### config.mk
export PLATFORM = sky130hd
export DESIGN_NAME = memfifo_test_check
export DESIGN_NICKNAME = d
export VERILOG_FILES = /design/src/rtl/memfifo_test_pkg.sv /design/src/rtl/memfifo_test_word.sv /design/src/rtl/memfifo_test_check.sv
export SDC_FILE = /design/constraint.sdc
export NUM_CORES = 1
export LEC_CHECK = 0
export BUFFER_PORTS_ARGS = -buffer_cell sky130_fd_sc_hd__buf_2
export CAP_MARGIN = 20
export CORE_MARGIN = 3
export CORE_UTILIZATION = 35
export CTS_BUF_LIST = sky130_fd_sc_hd__clkbuf_8
export DETAILED_ROUTE_END_ITERATION = 7
export SYNTH_ARGS = -nofsm -noshare
export SYNTH_HDL_FRONTEND = slang
export SYNTH_SLANG_ARGS = --single-unit
### constraint.sdc
create_clock -name ifclk -period 19.9 [get_ports ifclk]
set_clock_uncertainty 0.05 [all_clocks]
set_input_delay 0.995 -clock ifclk [delete_from_list [all_inputs] [get_ports ifclk]]
set_output_delay 0.995 -clock ifclk [all_outputs]
set_load 0.05 [all_outputs]
### src/rtl/memfifo_test_pkg.sv
// Shared constants, state encoding and pattern helper for the memfifo test-data checker.
package memfifo_test_pkg;

  localparam int unsigned CS_INIT   = 47;
  localparam int unsigned CS_W      = 14;
  localparam int unsigned WORD_W    = 128;
  localparam int unsigned RUN_W     = 4;
  localparam logic [6:0]  CNT_STEP  = 7'd111;
  localparam logic [15:0] SYNC_MASK = 16'hEAAA;

  typedef enum logic {
    HUNT   = 1'b0,
    LOCKED = 1'b1
  } state_t;

  // Expected byte k (0..14) of a word whose byte-0 counter field is c0.
  function automatic logic [7:0] exp_byte(input logic [6:0] c0, input logic [3:0] k);
    logic [6:0] cnt;
    cnt = c0 + CNT_STEP * 7'(k);
    return {SYNC_MASK[k], cnt};
  endfunction

endpackage

### src/rtl/memfifo_test_word.sv
// Stage 1: per-word self-consistency check (sync bits, counter steps, checksum).
module memfifo_test_word
  import memfifo_test_pkg::*;
(
  input  logic              ifclk,
  input  logic              reset,
  input  logic [WORD_W-1:0] din,
  input  logic              din_valid,
  output logic              self_ok,
  output logic [6:0]        c0,
  output logic              valid
);

  logic [14:0]     byte_ok_c;
  logic [CS_W-1:0] cs_c;
  logic [6:0]      chk_c;
  logic            self_ok_c;

  // Bytes 0..14 must match the pattern seeded by their own byte-0 counter field.
  always_comb begin
    byte_ok_c = '0;
    cs_c      = CS_W'(CS_INIT);
    for (int k = 0; k < 15; k++) begin
      byte_ok_c[k] = (din[8*k +: 8] == exp_byte(din[6:0], 4'(k)));
      cs_c         = cs_c + CS_W'(din[8*k +: 8]);
    end
    chk_c     = cs_c[6:0] ^ cs_c[13:7];
    self_ok_c = (&byte_ok_c) && din[127] && (din[126:120] == chk_c);
  end

  always_ff @(posedge ifclk) begin
    if (reset) begin
      valid   <= 1'b0;
      self_ok <= 1'b0;
      c0      <= '0;
    end else begin
      valid   <= din_valid;
      self_ok <= self_ok_c;
      c0      <= din[6:0];
    end
  end

endmodule

### src/rtl/memfifo_test_check.sv
// Readback checker for the memfifo test stream: lock onto the pattern, count good and bad words.
module memfifo_test_check
  import memfifo_test_pkg::*;
#(
  parameter int unsigned LOSS_THRESHOLD = 4,
  parameter int unsigned CNT_W          = 32
) (
  input  logic              ifclk,
  input  logic              reset,
  input  logic [WORD_W-1:0] DI,
  input  logic              DI_valid,
  output logic              DI_ready,
  input  logic              clear,
  output logic              locked,
  output logic [CNT_W-1:0]  word_cnt,
  output logic [CNT_W-1:0]  err_cnt,
  output logic              err_sticky,
  output logic [3:0]        status
);

  state_t           state, state_nx;
  logic [6:0]       exp_c0, exp_c0_nx;
  logic [RUN_W-1:0] bad_run, bad_run_nx;
  logic             s1_valid, s1_ok;
  logic [6:0]       s1_c0;
  logic             good_c, word_inc_c, err_inc_c;

  memfifo_test_word u_word (
    .ifclk     (ifclk),
    .reset     (reset),
    .din       (DI),
    .din_valid (DI_valid && DI_ready),
    .self_ok   (s1_ok),
    .c0        (s1_c0),
    .valid     (s1_valid)
  );

  assign good_c = s1_ok && (s1_c0 == exp_c0);

  // State register.
  always_ff @(posedge ifclk) begin
    if (reset) begin
      state   <= HUNT;
      exp_c0  <= '0;
      bad_run <= '0;
    end else begin
      state   <= state_nx;
      exp_c0  <= exp_c0_nx;
      bad_run <= bad_run_nx;
    end
  end

  // Next state: lock on a self-consistent word, drop lock after a run of bad words.
  always_comb begin
    state_nx   = state;
    exp_c0_nx  = exp_c0;
    bad_run_nx = bad_run;
    if (s1_valid) begin
      case (state)
        HUNT: begin
          if (s1_ok) begin
            state_nx   = LOCKED;
            exp_c0_nx  = s1_c0 + 7'd1;
            bad_run_nx = '0;
          end
        end
        LOCKED: begin
          exp_c0_nx = exp_c0 + 7'd1;
          if (good_c) begin
            bad_run_nx = '0;
          end else if (bad_run == RUN_W'(LOSS_THRESHOLD - 1)) begin
            state_nx   = HUNT;
            bad_run_nx = '0;
          end else begin
            bad_run_nx = bad_run + RUN_W'(1);
          end
        end
        default: state_nx = HUNT;
      endcase
    end
  end

  // Counter strobes.
  always_comb begin
    word_inc_c = 1'b0;
    err_inc_c  = 1'b0;
    if (s1_valid) begin
      word_inc_c = (state == LOCKED) || s1_ok;
      err_inc_c  = (state == LOCKED) && !good_c;
    end
  end

  // Registered outputs; clear beats a same-cycle increment, counters saturate.
  always_ff @(posedge ifclk) begin
    if (reset) begin
      DI_ready   <= 1'b0;
      locked     <= 1'b0;
      status     <= '0;
      word_cnt   <= '0;
      err_cnt    <= '0;
      err_sticky <= 1'b0;
    end else begin
      DI_ready <= 1'b1;
      locked   <= (state_nx == LOCKED);
      status   <= {state_nx == LOCKED, bad_run_nx[2:0]};
      if (clear) begin
        word_cnt   <= '0;
        err_cnt    <= '0;
        err_sticky <= 1'b0;
      end else begin
        if (word_inc_c && !(&word_cnt)) word_cnt <= word_cnt + CNT_W'(1);
        if (err_inc_c && !(&err_cnt))   err_cnt  <= err_cnt + CNT_W'(1);
        if (err_inc_c)                  err_sticky <= 1'b1;
      end
    end
  end

endmodule
Word level (Yosys, flattened, before mapping)
Cells that the tools add are included.

operators by class
  reductions and logical operators = 16
  muxes and demuxes = 15
  equal/unequal tests = 18
  bitwise operators = 3
  $add $sub $neg = 34

operator list
  operator                                        count
  adder 14 x 8 -> 14 bit                          14
  adder 32 x 1 -> 32 bit (second input constant)  2
  == test 8 bit                                   8
  AND reduction 32 bit                            2
  adder 7 bit (second input constant)             7
  == test 8 x 7 -> 1 bit                          6
  adder 7 x 6 -> 7 bit (second input constant)    4
  AND reduction 15 bit                            1
  adder 7 x 1 -> 7 bit (second input constant)    2
  adder 7 x 5 -> 7 bit (second input constant)    2
  == test 7 bit                                   2
  case mux 7 bit (2 select lines)                 1
  2-to-1 mux 4 bit                                3
  adder 6 x 8 -> 9 bit (first input constant)     1
  case mux 4 bit (2 select lines)                 1
  adder 7 x 4 -> 7 bit (second input constant)    1
  logical AND 1 bit                               7
  2-to-1 mux 1 bit                                7
  2-to-1 mux 7 bit                                1
  XOR 7 bit                                       1
  adder 4 x 1 -> 4 bit (second input constant)    1
  == test 4 x 2 -> 1 bit (second input constant)  1
  logical NOT 1 bit                               3
  2-to-1 mux 3 bit                                1
  6 further kinds                                 7

storage, ports and cells
  bits in registers = 91
  output and inout port bits = 71
  logic and storage cells = 98
  bits of input ports = 132

Longest topological paths before layout
  depth after elaboration = 18
  mapped depth = 27

Cells and area by module
A second synthesis with hierarchy kept.

unflattened totals
  cells, all modules = 1192
  area, all modules = 10088.4 um2

modules (own cells, without submodules)
  module              sequential area each (um2)  area an instance (um2)  cells an instance  times used
  memfifo_test_word   180.2                       5676.7                  656                1
  memfifo_test_check  1561.5                      4411.7                  536                1

Worst setup path before layout
OpenSTA, ideal clock, no wires.

  kind = input to register
  start point = input port DI[3]
  end point = register u_word.self_ok
  slack = 12.572 ns
  arrival time = 7.199 ns
  path buffers = 3
  library setup time = 0.079 ns
  stages on the path = 26
  path through = buf_4 clkbuf_1 inv_2 ha_1 buf_6 a21oi_1 nor2_1 fa_1 inv_1 fa_1 fa_1 fa_1 inv_1 fa_1 inv_1 fa_1 inv_1 ha_1 xnor2_1 xnor2_1 nand2_1 o22ai_1 or4_1 nor4_2 nand4_1 a211oi_2

on the way
  longest elaborated chain between the ends = 18
  elaborated cells on any way between the ends = 48
  classes of those cells = 29 x add/sub; 15 x eq/ne; 1 x bitwise; 3 x reduce/logical

RTL lines
  item                                   line                      source
  start: declaration                     memfifo_test_check.sv:10  input logic [WORD_W-1:0] DI,
  adder 6 x 8 -> 9 bit                   memfifo_test_word.sv:25   cs_c = cs_c + CS_W'(din[8*k +: 8]);
  adder 14 x 8 -> 14 bit (14 in series)  memfifo_test_word.sv:25
  XOR 7 bit                              memfifo_test_word.sv:27   chk_c = cs_c[6:0] ^ cs_c[13:7];
  == test 7 bit                          memfifo_test_word.sv:28   self_ok_c = (&byte_ok_c) && din[127] && (din[126:120] == chk_c);
  logical AND 1 bit *                    memfifo_test_word.sv:28
  end signal: assignment                 memfifo_test_word.sv:38   self_ok <= self_ok_c;
  end: declaration                       memfifo_test_word.sv:9    output logic self_ok,

Mark *: on every way between the ends. The rest lies on a longest branch, timed or not.
A chain may end at the register's enable or synchronous reset.

Worst setup path after layout
Same ends and word-level chain as after synthesis.

==> reports/qor.txt <==
top cells by count, synth -> 147 x inv_1, 107 x nor2_1, 101 x fa_1
area leader, netlist -> fa_1
I/O Buffers -> 202
leading post-synthesis cells by cell area -> fa_1 21%, dfxtp_1 18%, xnor2_1 7.5%, ha_1 6.3%, inv_1 5.8%
clock period minus worst slack -> 7.49 ns
n_diodes -> 0
Overall Global Routing Usage -> 0.197
WL met2 -> 12900 um
cts-stage hold buffer count -> 0
routed vias -> 8414
Initial Utilization -> 0.362
Hold WC Path Type -> reg -> reg
drt via density -> 5.14
H-tree levels -> 3
CTS tree -> done
VDD IR-drop max -> 0.000320 V
Overflow after GRT -> 0
Routed WL -> 29200 um
Max stage delay on crit path -> 0.54 ns
cells after synthesis -> 1127
most frequent CP cell -> fa_1
power per cell area -> 178 mW/mm^2
data required time of the worst path -> 20.15 ns
DRT Pass-1 Iters -> 5
Die ar. -> 0.0294 sq mm
latest clock arrival within the worst-skew pair -> 0.38 ns
Synth top area share -> 0.211
Setup CP Type -> in -> reg
Slew @ Worst Pin -> 0.883 ns
initial antenna violation count -> 4
final core occ -> 0.416
CP cell instances -> buf_2 -> inv_2 -> ha_1 -> a21oi_1 -> nor2_1 -> fa_1 -> inv_1 -> fa_1 -> fa_1 -> fa_1 -> inv_1 -> fa_1 -> inv_1 -> fa_1 -> inv_1 -> ha_1 -> xnor2_1 -> xnor2_1 -> nand2_1 -> o22ai_1 -> or4_1 -> nor4_2 -> nand4_1 -> a211oi_2
most common cell in the synthesized netlist -> inv_1
Avg Synthesized Cell Area -> 8.51 sq um
Worst setup EP type -> flip-flop
DRC violations left -> 0
setup_tns -> 0 ns
NumNets Final -> 1578
Post CTS Setup Buffer Count -> 0
Core Region -> 0.0265 sq mm
Clock Sinks -> 87
status -> finished clean
ys flop type -> dfxtp_1
Lkg Pwr -> 4.88 nW
die width -> 172 um
Netlist cell types -> 74
RSZ-0062 raised after global routing -> false
total CTS buffers -> 9
Worst Setup Start Kind -> primary input
routed wl met3 -> 2290 um
Post-Syn Area -> 0.00959 sq mm
CP bufs+invs -> 6
MaxCap Viol Count -> 0
DRT iter0 DRCs -> 647
asr flop ratio synth -> 0
Fmax achieved -> 134 MHz
clock buffer depth -> 2
die height -> 172 um
max layer used -> met5
Worst slew margin -> 0.410
max-slew violations -> 0
final worst-path cycle share -> 0.376
share of layout cells above drive strength 1 -> 0.186
syn nets -> 1408
Hold Vio Cnt, Final -> 0
clock root cell -> clkbuf_8
sequential element share of the synthesized area -> 0.182
number of routed nets with antenna violations -> 0
largest net degree at the start of global routing -> 66
Fin Hold WS -> 0.426 ns
CP delay by family, top -> adder cells
post-cts repair resize count -> 0
CP arrival -> 7.74 ns
vias in the first global route -> 7913
Power Total -> 0.00196 W
Clock Pin Slew Worst Setup and Hold Paths -> 0.10 ns
# rows -> 59
CP max stage cell -> fa_1
WL/cell -> 17.8 um
first-pass GRT wire length -> 44600 um
routability cong. -> 0.933
Top Ports -> 203
HPWL Detailed -> 24600 um
Syn-to-layout area delta -> 14.9%
#FFs+latches synth -> 87
final setup violating endpoints -> 0
M1 wire length -> 13500 um
number of flops mapped to enable cells by yosys -> 0
crit-path max FO -> 19
Ys Warns -> 0
==> worst paths after layout <==
path,slack (ns),startpoint,endpoint,cells after the start
min,0.43,err_sticky,err_sticky,2
min reg2reg,0.43,err_sticky,err_sticky,2
max,12.41,DI[3],u_word.self_ok,24
max reg2reg,17.08,err_cnt[24],err_cnt[17],8
==> tightest hold or removal path: cells and delay by family, from the launching register on <==
kind	cells	cell delay (ns)
flops	1	0.34
simple gates	2	0.12
==> stage by stage <==
stage | worst slack [ns] | instances | cell area (sq um)
after floorplan | 12.57 | 1127 | 9590
after global placement | 12.19 | 1621 | 10800
after detailed placement | 12.08 | 1621 | 10800
after CTS | 12.48 | 1637 | 11000
after global routing | 11.94 | 1637 | 11000
final | 12.41 | 1637 | 11000
==> layout make-up <==
cell class	count	area [sq um]
Fill cell	2708	15500
Multi-Input combinational cell	846	7070
Sequential cell	87	1740
Timing Repair Buffer	203	1020
Inverter	150	566
Tap cell	335	419
Clock buffer	9	124
Clock inverter	7	80.1
==> logic make-up after synthesis <==
logic type | count (synthesis) | synth area share
compound gates | 151 | 0.103
simple gates | 387 | 0.213
fa+ha+maj | 149 | 0.273
xor+xnor | 145 | 0.132
mux | 14 | 0.0149
buf+inv | 194 | 0.0813
flops | 87 | 0.182
==> registers in the layout, summed over array words and instances, names as in the netlist, 3 cells and up <==
name       flops
bad_run        3
err_cnt       32
exp_c0         7
u_word.c0      7
word_cnt      32
==> placed cells by master (no fill, tap or decap), types with 10 or more instances in the layout <==
cell type,instances
o21ai_0,28
xnor2_1,82
or3_1,15
xor2_1,63
nand3_1,39
a21oi_1,43
and2_1,10
nor2_1,107
nand4_1,28
buf_2,202
nand2b_1,11
and3_1,16
nor2b_1,12
dfxtp_1,87
mux2i_1,12
ha_1,48
nor3_1,26
fa_1,101
nand2_1,62
inv_1,147
==> power breakdown <==
group          leakage [nW]  switching, W  internal, W
Sequential            0.703    0.00000127     0.000175
Combinational          4.08      0.000918     0.000733
Clock                 0.102     0.0000710    0.0000595
Total                  4.88      0.000990     0.000967
==> layer usage <==
metal  up-vias  GRT usage
li1       4078          -
met1      4015      0.285
met2       279      0.301
met3        34     0.0405
met4         8     0.0518
met5         -          0
(Power assumes the default switching activity.)
